$ cat config.mk
export PLATFORM = sky130hd
export DESIGN_NAME = fifo_uart_tx
export DESIGN_NICKNAME = d
export VERILOG_FILES = /design/src/rtl/uart_pkg.sv /design/src/rtl/uart_baud_cnt.sv /design/src/rtl/fifo_uart_tx.sv
export SDC_FILE = /design/constraint.sdc
export NUM_CORES = 1
export LEC_CHECK = 0
export BUFFER_PORTS_ARGS = -buffer_cell sky130_fd_sc_hd__buf_2
export CORE_ASPECT_RATIO = 1.4
export CORE_MARGIN = 4
export CORE_UTILIZATION = 35
export CTS_BUF_LIST = sky130_fd_sc_hd__clkbuf_8 sky130_fd_sc_hd__clkbuf_16
export CTS_CLUSTER_SIZE = 30
export DETAILED_ROUTE_END_ITERATION = 6
export PLACE_DENSITY = 0.63
export SKIP_CTS_REPAIR_TIMING = 1
export SLEW_MARGIN = 20
export SYNTH_ARGS = -nofsm -noshare
export SYNTH_HDL_FRONTEND = slang
export SYNTH_SLANG_ARGS = --single-unit
$ cat constraint.sdc
create_clock -name clk -period 2.8 [get_ports clk]
set_input_delay 0.28 -clock clk [delete_from_list [all_inputs] [get_ports clk]]
set_output_delay 0.28 -clock clk [all_outputs]
set_load 0.005 [all_outputs]
$ cat src/rtl/uart_pkg.sv
// Shared types and constants for the FIFO-fed UART transmitter.
package uart_pkg;

    typedef enum logic [2:0] {
        StIdle,
        StFetch,
        StLoad,
        StStart,
        StData,
        StParity,
        StStop
    } uart_state_e;

    localparam logic UART_IDLE_LVL = 1'b1;
    localparam logic START_LVL     = 1'b0;

    localparam int unsigned FRAME_BITS_8N1 = 10;
    localparam int unsigned FRAME_BITS_8E1 = 11;

endpackage

$ cat src/rtl/uart_baud_cnt.sv
// Bit-period timer: counts enabled cycles and pulses bit_done_o on the last cycle of a bit.
module uart_baud_cnt #(
    parameter int unsigned CLKS_PER_BIT = 868
) (
    input  logic clk,
    input  logic rst,
    input  logic clear_i,
    input  logic enable_i,
    output logic bit_done_o
);

    localparam int unsigned CntW = (CLKS_PER_BIT > 1) ? $clog2(CLKS_PER_BIT) : 1;
    localparam logic [CntW-1:0] CntMax = CntW'(CLKS_PER_BIT - 1);

    logic [CntW-1:0] cnt_q, cnt_d;

    assign bit_done_o = enable_i && (cnt_q == CntMax);

    always_comb begin
        cnt_d = cnt_q;
        if (clear_i) begin
            cnt_d = '0;
        end else if (enable_i) begin
            cnt_d = bit_done_o ? '0 : cnt_q + 1'b1;
        end
    end

    always_ff @(posedge clk) begin
        if (rst) begin
            cnt_q <= '0;
        end else begin
            cnt_q <= cnt_d;
        end
    end

endmodule

$ cat src/rtl/fifo_uart_tx.sv
// Drains a byte FIFO into LSB-first UART frames (8N1; even parity bit added when
// UART_TX_PARITY_EN is defined). All outputs are registered.
module fifo_uart_tx
    import uart_pkg::*;
#(
    parameter int unsigned CLKS_PER_BIT = 868,
    parameter int unsigned DATA_BITS    = 8
) (
    input  logic                 clk,
    input  logic                 rst,
    input  logic                 fifo_empty,
    input  logic                 fifo_full,
    input  logic                 fifo_wr,
    input  logic [DATA_BITS-1:0] fifo_dout,
    output logic                 fifo_rd,
    output logic                 tx,
    output logic                 busy
);

    localparam int unsigned IdxW = $clog2(DATA_BITS);
    localparam logic [IdxW-1:0] LastIdx = IdxW'(DATA_BITS - 1);

    uart_state_e          state_q;
    logic [DATA_BITS-1:0] shift_q;
    logic [IdxW-1:0]      idx_q;
    logic                 tx_q;
    logic                 busy_q;
    logic                 rd_q;
`ifdef UART_TX_PARITY_EN
    logic                 parity_q;
`endif

    logic rd_acc;
    logic baud_clr;
    logic baud_en;
    logic bit_done;

    // A simultaneous producer write wins inside the FIFO, so the read is not taken.
    assign rd_acc = rd_q & ~fifo_empty & ~(fifo_wr & ~fifo_full);

    always_comb begin
        baud_clr = (state_q == StLoad);
        baud_en  = (state_q == StStart) || (state_q == StData) ||
                   (state_q == StParity) || (state_q == StStop);
    end

    uart_baud_cnt #(
        .CLKS_PER_BIT(CLKS_PER_BIT)
    ) u_baud_cnt (
        .clk       (clk),
        .rst       (rst),
        .clear_i   (baud_clr),
        .enable_i  (baud_en),
        .bit_done_o(bit_done)
    );

    always_ff @(posedge clk) begin
        if (rst) begin
            state_q  <= StIdle;
            shift_q  <= '0;
            idx_q    <= '0;
            tx_q     <= UART_IDLE_LVL;
            busy_q   <= 1'b0;
            rd_q     <= 1'b0;
`ifdef UART_TX_PARITY_EN
            parity_q <= 1'b0;
`endif
        end else begin
            unique case (state_q)
                StIdle: begin
                    if (!fifo_empty) begin
                        state_q <= StFetch;
                        rd_q    <= 1'b1;
                        busy_q  <= 1'b1;
                    end
                end
                StFetch: begin
                    if (rd_acc) begin
                        state_q <= StLoad;
                        rd_q    <= 1'b0;
                    end
                end
                StLoad: begin
                    shift_q  <= fifo_dout;
                    idx_q    <= '0;
                    tx_q     <= START_LVL;
                    state_q  <= StStart;
`ifdef UART_TX_PARITY_EN
                    parity_q <= ^fifo_dout;
`endif
                end
                StStart: begin
                    if (bit_done) begin
                        tx_q    <= shift_q[0];
                        state_q <= StData;
                    end
                end
                StData: begin
                    if (bit_done) begin
                        shift_q <= shift_q >> 1;
                        if (idx_q == LastIdx) begin
`ifdef UART_TX_PARITY_EN
                            tx_q    <= parity_q;
                            state_q <= StParity;
`else
                            tx_q    <= UART_IDLE_LVL;
                            state_q <= StStop;
`endif
                        end else begin
                            idx_q <= idx_q + 1'b1;
                            tx_q  <= shift_q[1];
                        end
                    end
                end
`ifdef UART_TX_PARITY_EN
                StParity: begin
                    if (bit_done) begin
                        tx_q    <= UART_IDLE_LVL;
                        state_q <= StStop;
                    end
                end
`endif
                StStop: begin
                    if (bit_done) begin
                        // Chain straight into the next frame when more data is waiting.
                        if (!fifo_empty) begin
                            state_q <= StFetch;
                            rd_q    <= 1'b1;
                        end else begin
                            state_q <= StIdle;
                            busy_q  <= 1'b0;
                        end
                    end
                end
                default: begin
                    state_q <= StIdle;
                    tx_q    <= UART_IDLE_LVL;
                    busy_q  <= 1'b0;
                    rd_q    <= 1'b0;
                end
            endcase
        end
    end

    assign fifo_rd = rd_q;
    assign tx      = tx_q;
    assign busy    = busy_q;

endmodule

=== Yosys cells after proc, flatten, opt, wreduce, memory -nomap -nowiden ===
Cells that the tools add are included.

* Output and inout port bits: 3
* Register bits after elaboration: 27
* Logic and storage cells: 76
* Input port bits: 13

* Bitwise gates (word level): 9
* Multiplexer cells: 26
* Reduce and logical (&&, ||, !) cells: 16
* Equality and inequality tests: 16
* Add/subtract/negate cells: 2

{| class="wikitable"
|+ Operators with widths
! cell !! count
|-
| 2-to-1 mux 3 bit || 8
|-
| case mux 3 bit (6 select lines) || 1
|-
| case mux 8 bit (2 select lines) || 1
|-
| == test 3 bit (second input constant) || 4
|-
| adder 10 x 1 -> 10 bit (second input constant) || 1
|-
| == test 10 bit (second input constant) || 1
|-
| 2-to-1 mux 1 bit || 10
|-
| 2-to-1 mux 10 bit || 1
|-
| AND reduction 3 bit || 3
|-
| 2-to-1 mux 8 bit || 1
|-
| inequality test 2 x 1 -> 1 bit (second input constant) || 4
|-
| inequality test 2 bit (second input constant) || 4
|-
| case mux 1 bit (4 select lines) || 2
|-
| == test 3 x 2 -> 1 bit (second input constant) || 2
|-
| NOT 1 bit || 6
|-
| case mux 3 bit (2 select lines) || 1
|-
| AND reduction 6 bit || 1
|-
| OR reduction 3 bit || 2
|-
| AND reduction 4 bit || 1
|-
| OR reduction 4 bit || 1
|-
| adder 3 x 1 -> 3 bit (second input constant) || 1
|-
| AND 1 bit || 3
|-
| == test 3 x 1 -> 1 bit (second input constant) || 1
|-
| zero test 3 bit || 1
|-
| 6 further kinds || 8
|}

=== Longest topological paths before layout ===
Gate-level depths: netlist (run 1).

* Word-level depth: 7
* Gate-level depth with buffers: 7
* Depth with buffers taken out: 6

=== Modules after synthesis ===
A second synthesis (run 1) with hierarchy kept.

* Cell total of the unflattened synthesis: 162
* Area total of the unflattened synthesis: 1,435.1 um^2

{| class="wikitable"
|+ By module, submodules not included
! module !! area each (um^2) !! instances !! cells each !! seq. area each (um^2)
|-
| fifo_uart_tx || 939.7 || 1 || 108 || 340.3
|-
| uart_baud_cnt || 495.5 || 1 || 54 || 200.2
|}

=== Least setup slack after synthesis (run 1) ===
No wires, ideal clock.

* Path type: register -> register
* Start point: reg u_baud_cnt.cnt_q[2]
* End point: reg shift_q[4]
* Arrival time: 1.414 ns
* Cell stages (with the launch flop): 8
* Required time: 2.660 ns
* Library setup time: 0.140 ns
* Clock period less this slack: 1.554 ns
* Path slack: 1.246 ns
* Path through: dfxtp_1 > and4bb_1 > and4_1 > buf_6 > a21o_4 > buf_8 > nor2_1 > a311oi_2

* Longest elaborated chain between the ends: 4

{| class="wikitable"
|+ RTL lines
! element !! line !! source
|-
| from (decl) || uart_baud_cnt.sv:15 || <nowiki>logic [CntW-1:0] cnt_q, cnt_d;</nowiki>
|-
| from (signal assigned) || uart_baud_cnt.sv:32 || <nowiki>cnt_q <= cnt_d;</nowiki>
|-
| == test 10 bit || uart_baud_cnt.sv:17 || <nowiki>assign bit_done_o = enable_i && (cnt_q == CntMax);</nowiki>
|-
| logical AND 1 bit || uart_baud_cnt.sv:17 ||
|-
| inequality test 2 x 1 -> 1 bit (no line) || - ||
|-
| AND reduction 2 bit (no line) || - ||
|-
| to (signal assigned) || fifo_uart_tx.sv:84 || <nowiki>shift_q <= fifo_dout;</nowiki>
|-
| to (signal assigned) || fifo_uart_tx.sv:100 || <nowiki>shift_q <= shift_q >> 1;</nowiki>
|-
| to (decl) || fifo_uart_tx.sv:24 || <nowiki>logic [DATA_BITS-1:0] shift_q;</nowiki>
|}

Every way passes these cells.
A chain may end at the register's enable or synchronous reset.

=== Worst setup path after layout (run 1) ===
* Start point: reg state_q[0]
* End point: reg shift_q[1]

* Longest elaborated chain between the ends: 7
* Elaborated cells on any way between the ends: 13
* Those cells by class: eq/ne (6); mux (1); reduce/logical (6)

{| class="wikitable"
|+ RTL lines
! element !! line !! source
|-
| from (decl) || fifo_uart_tx.sv:23 || <nowiki>uart_state_e state_q;</nowiki>
|-
| from (signal assigned) || fifo_uart_tx.sv:59 || <nowiki>state_q <= StIdle;</nowiki>
|-
| from (signal assigned) || fifo_uart_tx.sv:72 || <nowiki>state_q <= StFetch;</nowiki>
|-
| from (signal assigned) || fifo_uart_tx.sv:79 || <nowiki>state_q <= StLoad;</nowiki>
|-
| == test 3 x 2 -> 1 bit or == test 3 bit (tied branches) || fifo_uart_tx.sv:43, fifo_uart_tx.sv:69 ||
|-
| logical OR 1 bit (2 in series) || fifo_uart_tx.sv:43 || <nowiki>baud_en = (state_q == StStart) || (state_q == StData) ||</nowiki>
|-
| logical OR 1 bit || fifo_uart_tx.sv:44 || <nowiki>(state_q == StParity) || (state_q == StStop);</nowiki>
|-
| logical AND 1 bit || uart_baud_cnt.sv:17 ||
|-
| inequality test 2 x 1 -> 1 bit (no line) || - ||
|-
| AND reduction 2 bit (no line) || - ||
|}

Parallel ways exist; a longest one is shown, timed or not.

==> results of run 1 <==
## critical path: stages (launching register included)
cell and delay, ps:
dfxtp_1 490, nand2b_1 390, nor2_1 350, buf_4 230, a21o_4 230, nor2_1 70
a311oi_2 230
## power breakdown
part	internal [uW]	switching, uW
Clock	100	128
Sequential	410	29.2
Combinational	71.1	83.3
## logic make-up after synthesis
| family | after synthesis | share of synthesized area |
|---|---|---|
| AND/OR/NAND/NOR | 73 | 0.248 |
| AO/OA/AOI/OAI | 51 | 0.254 |
| flip-flops | 27 | 0.351 |
| buffers and inverters | 18 | 0.0691 |
| XOR/XNOR | 7 | 0.0398 |
| adder cells (fa/ha/maj) | 4 | 0.0317 |
| multiplexers | 1 | 0.00650 |
## layout by cell type (no fill, tap or decap), types with 3 or more instances in the layout
cell type / netlist / routed
dfxtp_1: 27 / 27
clkbuf_8: 0 / 3
o21ai_0: 13 / 13
nand4_1: 4 / 4
ha_1: 3 / 3
nand2_1: 20 / 20
nand3b_1: 3 / 3
a311oi_2: 7 / 7
nor2_2: 5 / 5
nor3_1: 4 / 4
nor2_1: 17 / 17
nand2b_1: 3 / 3
inv_1: 4 / 4
buf_2: 4 / 15
xor2_1: 5 / 5
a21oi_1: 10 / 10
## area by class of cell
cell class                      instances  area (um2)
Clock inverter                          1        5.00
Multi-Input combinational cell        136         892
Sequential cell                        27         541
Clock buffer                            3        41.3
Timing Repair Buffer                   17        90.1
Inverter                                4        15.0
Tap cell                               60        75.1
Fill cell                             450        2580
## sequential cells by signal, indices dropped and copies added (netlist names)
register,count
busy,1
fifo_rd,1
idx_q,3
shift_q,8
state_q,3
tx,1
u_baud_cnt.cnt_q,10
## metal layers
| layer | up-vias | GRT usage | part of all wire |
|---|---|---|---|
| met2 | 16 | 0.213 | 0.49 |
| met5 | - | 0 | 0 |
| li1 | 667 | - | - |
| met3 | 4 | 0.0233 | 0.028 |
| met4 | 0 | 0.0354 | 0.012 |
| met1 | 576 | 0.139 | 0.47 |
## path summary, 6_finish.rpt
check | cells past startpoint | slack (ps) | endpoint | startpoint
hold reg to reg | 2 | 460 | idx_q[1] | idx_q[1]
hold / removal | 3 | 250 | shift_q[7] | fifo_dout[7]
setup reg to reg | 6 | 740 | shift_q[1] | state_q[0]
setup / recovery | 6 | 740 | shift_q[1] | state_q[0]
## stage by stage
stage / hold slack, ps / std cells
global route: 249 / 248
finish: 247 / 248
floorplan: 436 / 181
detailed placement: 450 / 244
global placement: 444 / 244
CTS: 245 / 248
==> metrics.log, run 1 <==
INFO  metric run_status = finished, final reports clean
INFO  metric worst_skew_pair.late_latency = 280 ps
INFO  metric drt.antenna.violating_nets = 0
INFO  metric insertedDiodeCount = 0
INFO  metric detail_route.vias_per_cell = 5.09
INFO  metric dr_total_vias = 1263
INFO  metric synth_area_leader = dfxtp_1
INFO  metric maximum_capacitance_violations = 0
INFO  metric min_period_over_period = 0.736
INFO  metric grt_max_degree = 29
INFO  metric grt_pass1_wl = 5350 um
INFO  metric die_h = 86.5 um
INFO  metric postSynthRegisterBits = 27
INFO  metric endpoint_kind = register
INFO  metric rows = 28
INFO  metric setup_slack = roughly 740 ps
INFO  metric required = 3000 ps
INFO  metric timing.final.max_slew_violations = 0
INFO  metric clk_pin_slew_worst_paths = 100 ps
INFO  metric syn2layout_area_growth = 7.80%
INFO  metric die-area = 5540 um2
INFO  metric postPlaceCellArea = ~1600 um2
INFO  metric setup_viol = 0
INFO  metric ys_warn_count = 0
INFO  metric final_core_utilization = 0.391
INFO  metric cts-buffers-inserted = 3
INFO  metric first_pass_iters = 4
INFO  metric timing.setup.critical_path_class = register to register
INFO  metric syn-cell-area = between 1500 and 2000 um2
INFO  metric gp_congestion = 0.846
INFO  metric fmaxAchievable = around 480 MHz
INFO  metric postSynthCellCount = 181
INFO  metric total_leakage_power = 0.000589 uW
INFO  metric synth.avg_cell_area = ~8.5 um2
INFO  metric async_flop_share = 0
INFO  metric number_of_nets_in_the_finished_design = 205
INFO  metric port_buffers = 15
INFO  metric setup-tns-final = 0 ps
INFO  metric synth_fp_nets = 197
INFO  metric die_x = 64.0 um
INFO  metric synth_edf_count = 0
INFO  metric antenna_found_initial = 0
INFO  metric finalPower = 822 uW
INFO  metric sequential_fraction_of_the_synthesis_area = 0.351
INFO  metric final_hold_viol_count = 0
INFO  metric post-synth-top-count-cell = dfxtp_1
INFO  metric number_of_levels_in_the_clock_h_tree = 1
INFO  metric top_cells_by_area_synth = dfxtp_1 (35%), a311oi_2 (6.8%), nand2_1 (4.9%)
INFO  metric first_global_vias = 1232
INFO  metric max_slew.worst_pin.slew = approximately 550 ps
INFO  metric period_needed = 2060 ps
INFO  metric tritoncts = built
INFO  metric startpoint_class_of_the_critical_path = register
INFO  metric remaining_drc_errors = 0
INFO  metric highest_fanout_seen_on_the_critical_path = 17
INFO  metric cts_buffer_depth = 2
INFO  metric wirelength = 3010 um
INFO  metric fin_skew = 6.91 ps
INFO  metric pre_cts_slack = between 700 and 800 ps
INFO  metric dpl.hpwl = between 2000 and 2500 um
INFO  metric yosys-top-cells-count = dfxtp_1 (27), nand2_1 (20), nor2_1 (17)
INFO  metric globalRouteTotalUtil = 0.118
INFO  metric initial_utilization = 0.363
INFO  metric sum_of_overflow_across_all_layers_after_global_routing = 0
INFO  metric proportion_of_layout_cells_with_a_drive_suffix_above_1 = 0.213
INFO  metric detail_route.iter0.violations = 39
INFO  metric pin_count = 16
INFO  metric stdcell_area = 1660 um2
INFO  metric netlist-cell-type-count = 49
INFO  metric vdd_ir_drop_max = 0.305 mV
INFO  metric core = 4240 um2
INFO  metric cts.sink_count = 27
INFO  metric max_slew_margin = 0.631
INFO  metric power.density = 495 nW/um2
INFO  metric worstPathArrival = 2260 ps
INFO  metric cts-root-buf = clkbuf_8
INFO  metric synth_top_area_frac = 0.351
INFO  metric synth_top_flop_cell = dfxtp_1
INFO  metric rsz0062_at_grt = false
INFO  metric drt-wirelength-per-cell = between 10 and 15 um
INFO  metric min-delay-path-class = input pin to register
(Power assumes the default switching activity.)
==> run 2: changes to the inputs <==
--- a/config.mk
+++ b/config.mk
@@ -12,7 +12,7 @@
 export CTS_BUF_LIST = sky130_fd_sc_hd__clkbuf_8 sky130_fd_sc_hd__clkbuf_16
 export CTS_CLUSTER_SIZE = 30
 export DETAILED_ROUTE_END_ITERATION = 6
-export PLACE_DENSITY = 0.63
+export PLACE_DENSITY = 0.65
 export SKIP_CTS_REPAIR_TIMING = 1
 export SLEW_MARGIN = 20
 export SYNTH_ARGS = -nofsm -noshare
==> constraint.sdc (replaced) <==
create_clock -name clk -period 1.8 [get_ports clk]
set_input_delay 0.18 -clock clk [delete_from_list [all_inputs] [get_ports clk]]
set_output_delay 0.18 -clock clk [all_outputs]
set_load 0.005 [all_outputs]
==> run 2 against run 1 <==
Against the previous run:
- power increased by 58%
- critical path depth down 1
- combinational power is 77% higher
- via count increased by 5.0%
- register-to-register slack got worse by 570 ps
- clock power rose by 54%
- non-clock buffer count is 13 higher
- core utilization grew 2.4 points
- global-route usage grew 0.81 points
- clock skew decreased by 2.6 ps
- flip-flop and latch count stayed put
- largest cell class unchanged
- highest routed layer unchanged
==> metrics.log, run 2 (same netlist as run 1, synthesis figures left out) <==
INFO  metric number_of_levels_in_the_clock_h_tree = 1
INFO  metric min_period_over_period = 0.906
INFO  metric cts.sink_count = 27
INFO  metric die-area = 5540 um2
INFO  metric commonest_non_fill_non_tap_cells_in_the_layout = dfxtp_1 (27), nand2_1 (20), nor2_1 (16)
INFO  metric run_status = finished, final reports clean
INFO  metric largestRegisters = u_baud_cnt.cnt_q x10, shift_q x8
INFO  metric globalRouteTotalUtil = 0.126
INFO  metric fmaxAchievable = ~610 MHz
INFO  metric max_slew.worst_pin.slew = 408 ps
INFO  metric first_pass_iters = 4
INFO  metric cts-root-buf = clkbuf_8
INFO  metric rsz0062_at_grt = false
INFO  metric cpMaxStageDelayCell = dfxtp_1
INFO  metric detail_route.iter0.violations = 36
INFO  metric timing.critical_path.slowest_cell_delay = roughly 380 ps
INFO  metric core = 4240 um2
INFO  metric remaining_drc_errors = 0
INFO  metric setup-tns-final = 0 ps
INFO  metric highest_fanout_seen_on_the_critical_path = 7
INFO  metric timing.setup.critical_path_class = register to register
INFO  metric period_needed = about 1600 ps
INFO  metric proportion_of_layout_cells_with_a_drive_suffix_above_1 = 0.269
INFO  metric insertedDiodeCount = 0
INFO  metric final_hold_viol_count = 0
INFO  metric cts_buffer_depth = 2
INFO  metric die_h = between 80 and 90 um
INFO  metric required = 2000 ps
INFO  metric setup_viol = 0
INFO  metric rows = 28
INFO  metric worst_hold_slack = 182 ps
INFO  metric dpl.hpwl = around 2300 um
INFO  metric drt.antenna.violating_nets = 0
INFO  metric ff2ff_setup_slack = approximately 170 ps
INFO  metric pin_count = 16
INFO  metric cts-buffers-inserted = 3
INFO  metric min-delay-path-class = input pin to register
INFO  metric gp_congestion = approximately 0.76
INFO  metric worstPathArrival = 1830 ps
INFO  metric detail_route.vias_per_cell = 5.08
INFO  metric grt_pass1_wl = 5720 um
INFO  metric max_flop_register = u_baud_cnt.cnt_q
INFO  metric wirelength = 3090 um
INFO  metric first_global_vias = around 1300
INFO  metric clk_pin_slew_worst_paths = about 100 ps
INFO  metric max_slew_margin = 0.728
INFO  metric vdd_ir_drop_max = 0.381 mV
INFO  metric syn2layout_area_growth = 14.3%
INFO  metric antenna_found_initial = 0
INFO  metric power.density = 738 nW/um2
INFO  metric die_x = 64.0 um
INFO  metric initial_utilization = 0.363
INFO  metric dr_total_vias = 1326
INFO  metric tritoncts = built
INFO  metric fin_skew = 4.35 ps
INFO  metric grt_max_degree = 19
INFO  metric largest_register_ffs = 10
INFO  metric timing.final.max_slew_violations = 0
INFO  metric mostFrequentLayoutCell = dfxtp_1
INFO  metric worst_skew_pair.late_latency = 270 ps
INFO  metric maximum_capacitance_violations = 0
INFO  metric total_leakage_power = 0.000655 uW
INFO  metric port_buffers = 15
INFO  metric path_cells = and4bb_1, and4_1, buf_4, maj3_2, a211oi_2
INFO  metric drt-wirelength-per-cell = 11.8 um
INFO  metric sum_of_overflow_across_all_layers_after_global_routing = 0
INFO  metric number_of_nets_in_the_finished_design = 218
INFO  metric endpoint_kind = register
INFO  metric startpoint_class_of_the_critical_path = register
run 2: cell types whose count changed in the layout (fill, tap and decap cells not counted):
cell	delta
buf_4	+13
nor2_2	+1
nor2_1	-1
run 2: area by class of cell:
| class | instances | area (um2) |
|---|---|---|
| clock inverter | 1 | 5.00 |
| fill | 439 | 2480 |
| sequential | 27 | 541 |
| multi-input combinational | 136 | 895 |
| clock buffer | 3 | 41.3 |
| timing repair buffer | 30 | 188 |
| inverter | 4 | 15.0 |
| tap | 60 | 75.1 |
run 2: routing by layer:
metal | track usage | vias to the layer above | routed length (um)
li1 | - | 686 | -
met1 | 0.147 | 623 | 1390
met2 | 0.229 | 15 | 1590
met3 | 0.0182 | 2 | 77
met4 | 0.0472 | 0 | 29
met5 | 0 | - | 0
run 2: stage by stage:
stage / cells / worst slack (ps) / power, uW / area (um2) / utilization
after floorplan: 181 / 246 / 903 / 1540 / -
after global placement: 257 / 209 / 958 / 1710 / 0.403
after detailed placement: 257 / 193 / 963 / 1710 / 0.403
after CTS: 261 / 161 / 1310 / 1760 / 0.414
after global routing: 261 / 34.0 / 1380 / 1760 / 0.415
final: 261 / 168 / 1300 / 1760 / 0.415
run 2: path summary, 6_finish.rpt:
kind                                     startpoint         end  cells past startpoint
worst max-delay path            u_baud_cnt.cnt_q[7]  state_q[1]                      5
worst min-delay path                   fifo_dout[7]  shift_q[7]                      3
worst max register to register  u_baud_cnt.cnt_q[7]  state_q[1]                      5
worst min register to register             idx_q[1]    idx_q[1]                      2
run 2: worst max-delay path: cells and delay by family (launching register included):
kind,cells,cell delay (ps)
compound gates,1,200
fa+ha+maj,1,310
buf+inv,1,180
flops,1,380
simple gates,2,500
run 2: power breakdown:
part           internal (uW)  leakage (uW)  total, uW  switching [uW]
logic                    129      0.000411        273             144
clock network            155     0.0000255        350             195
registers                638      0.000219        676            37.5
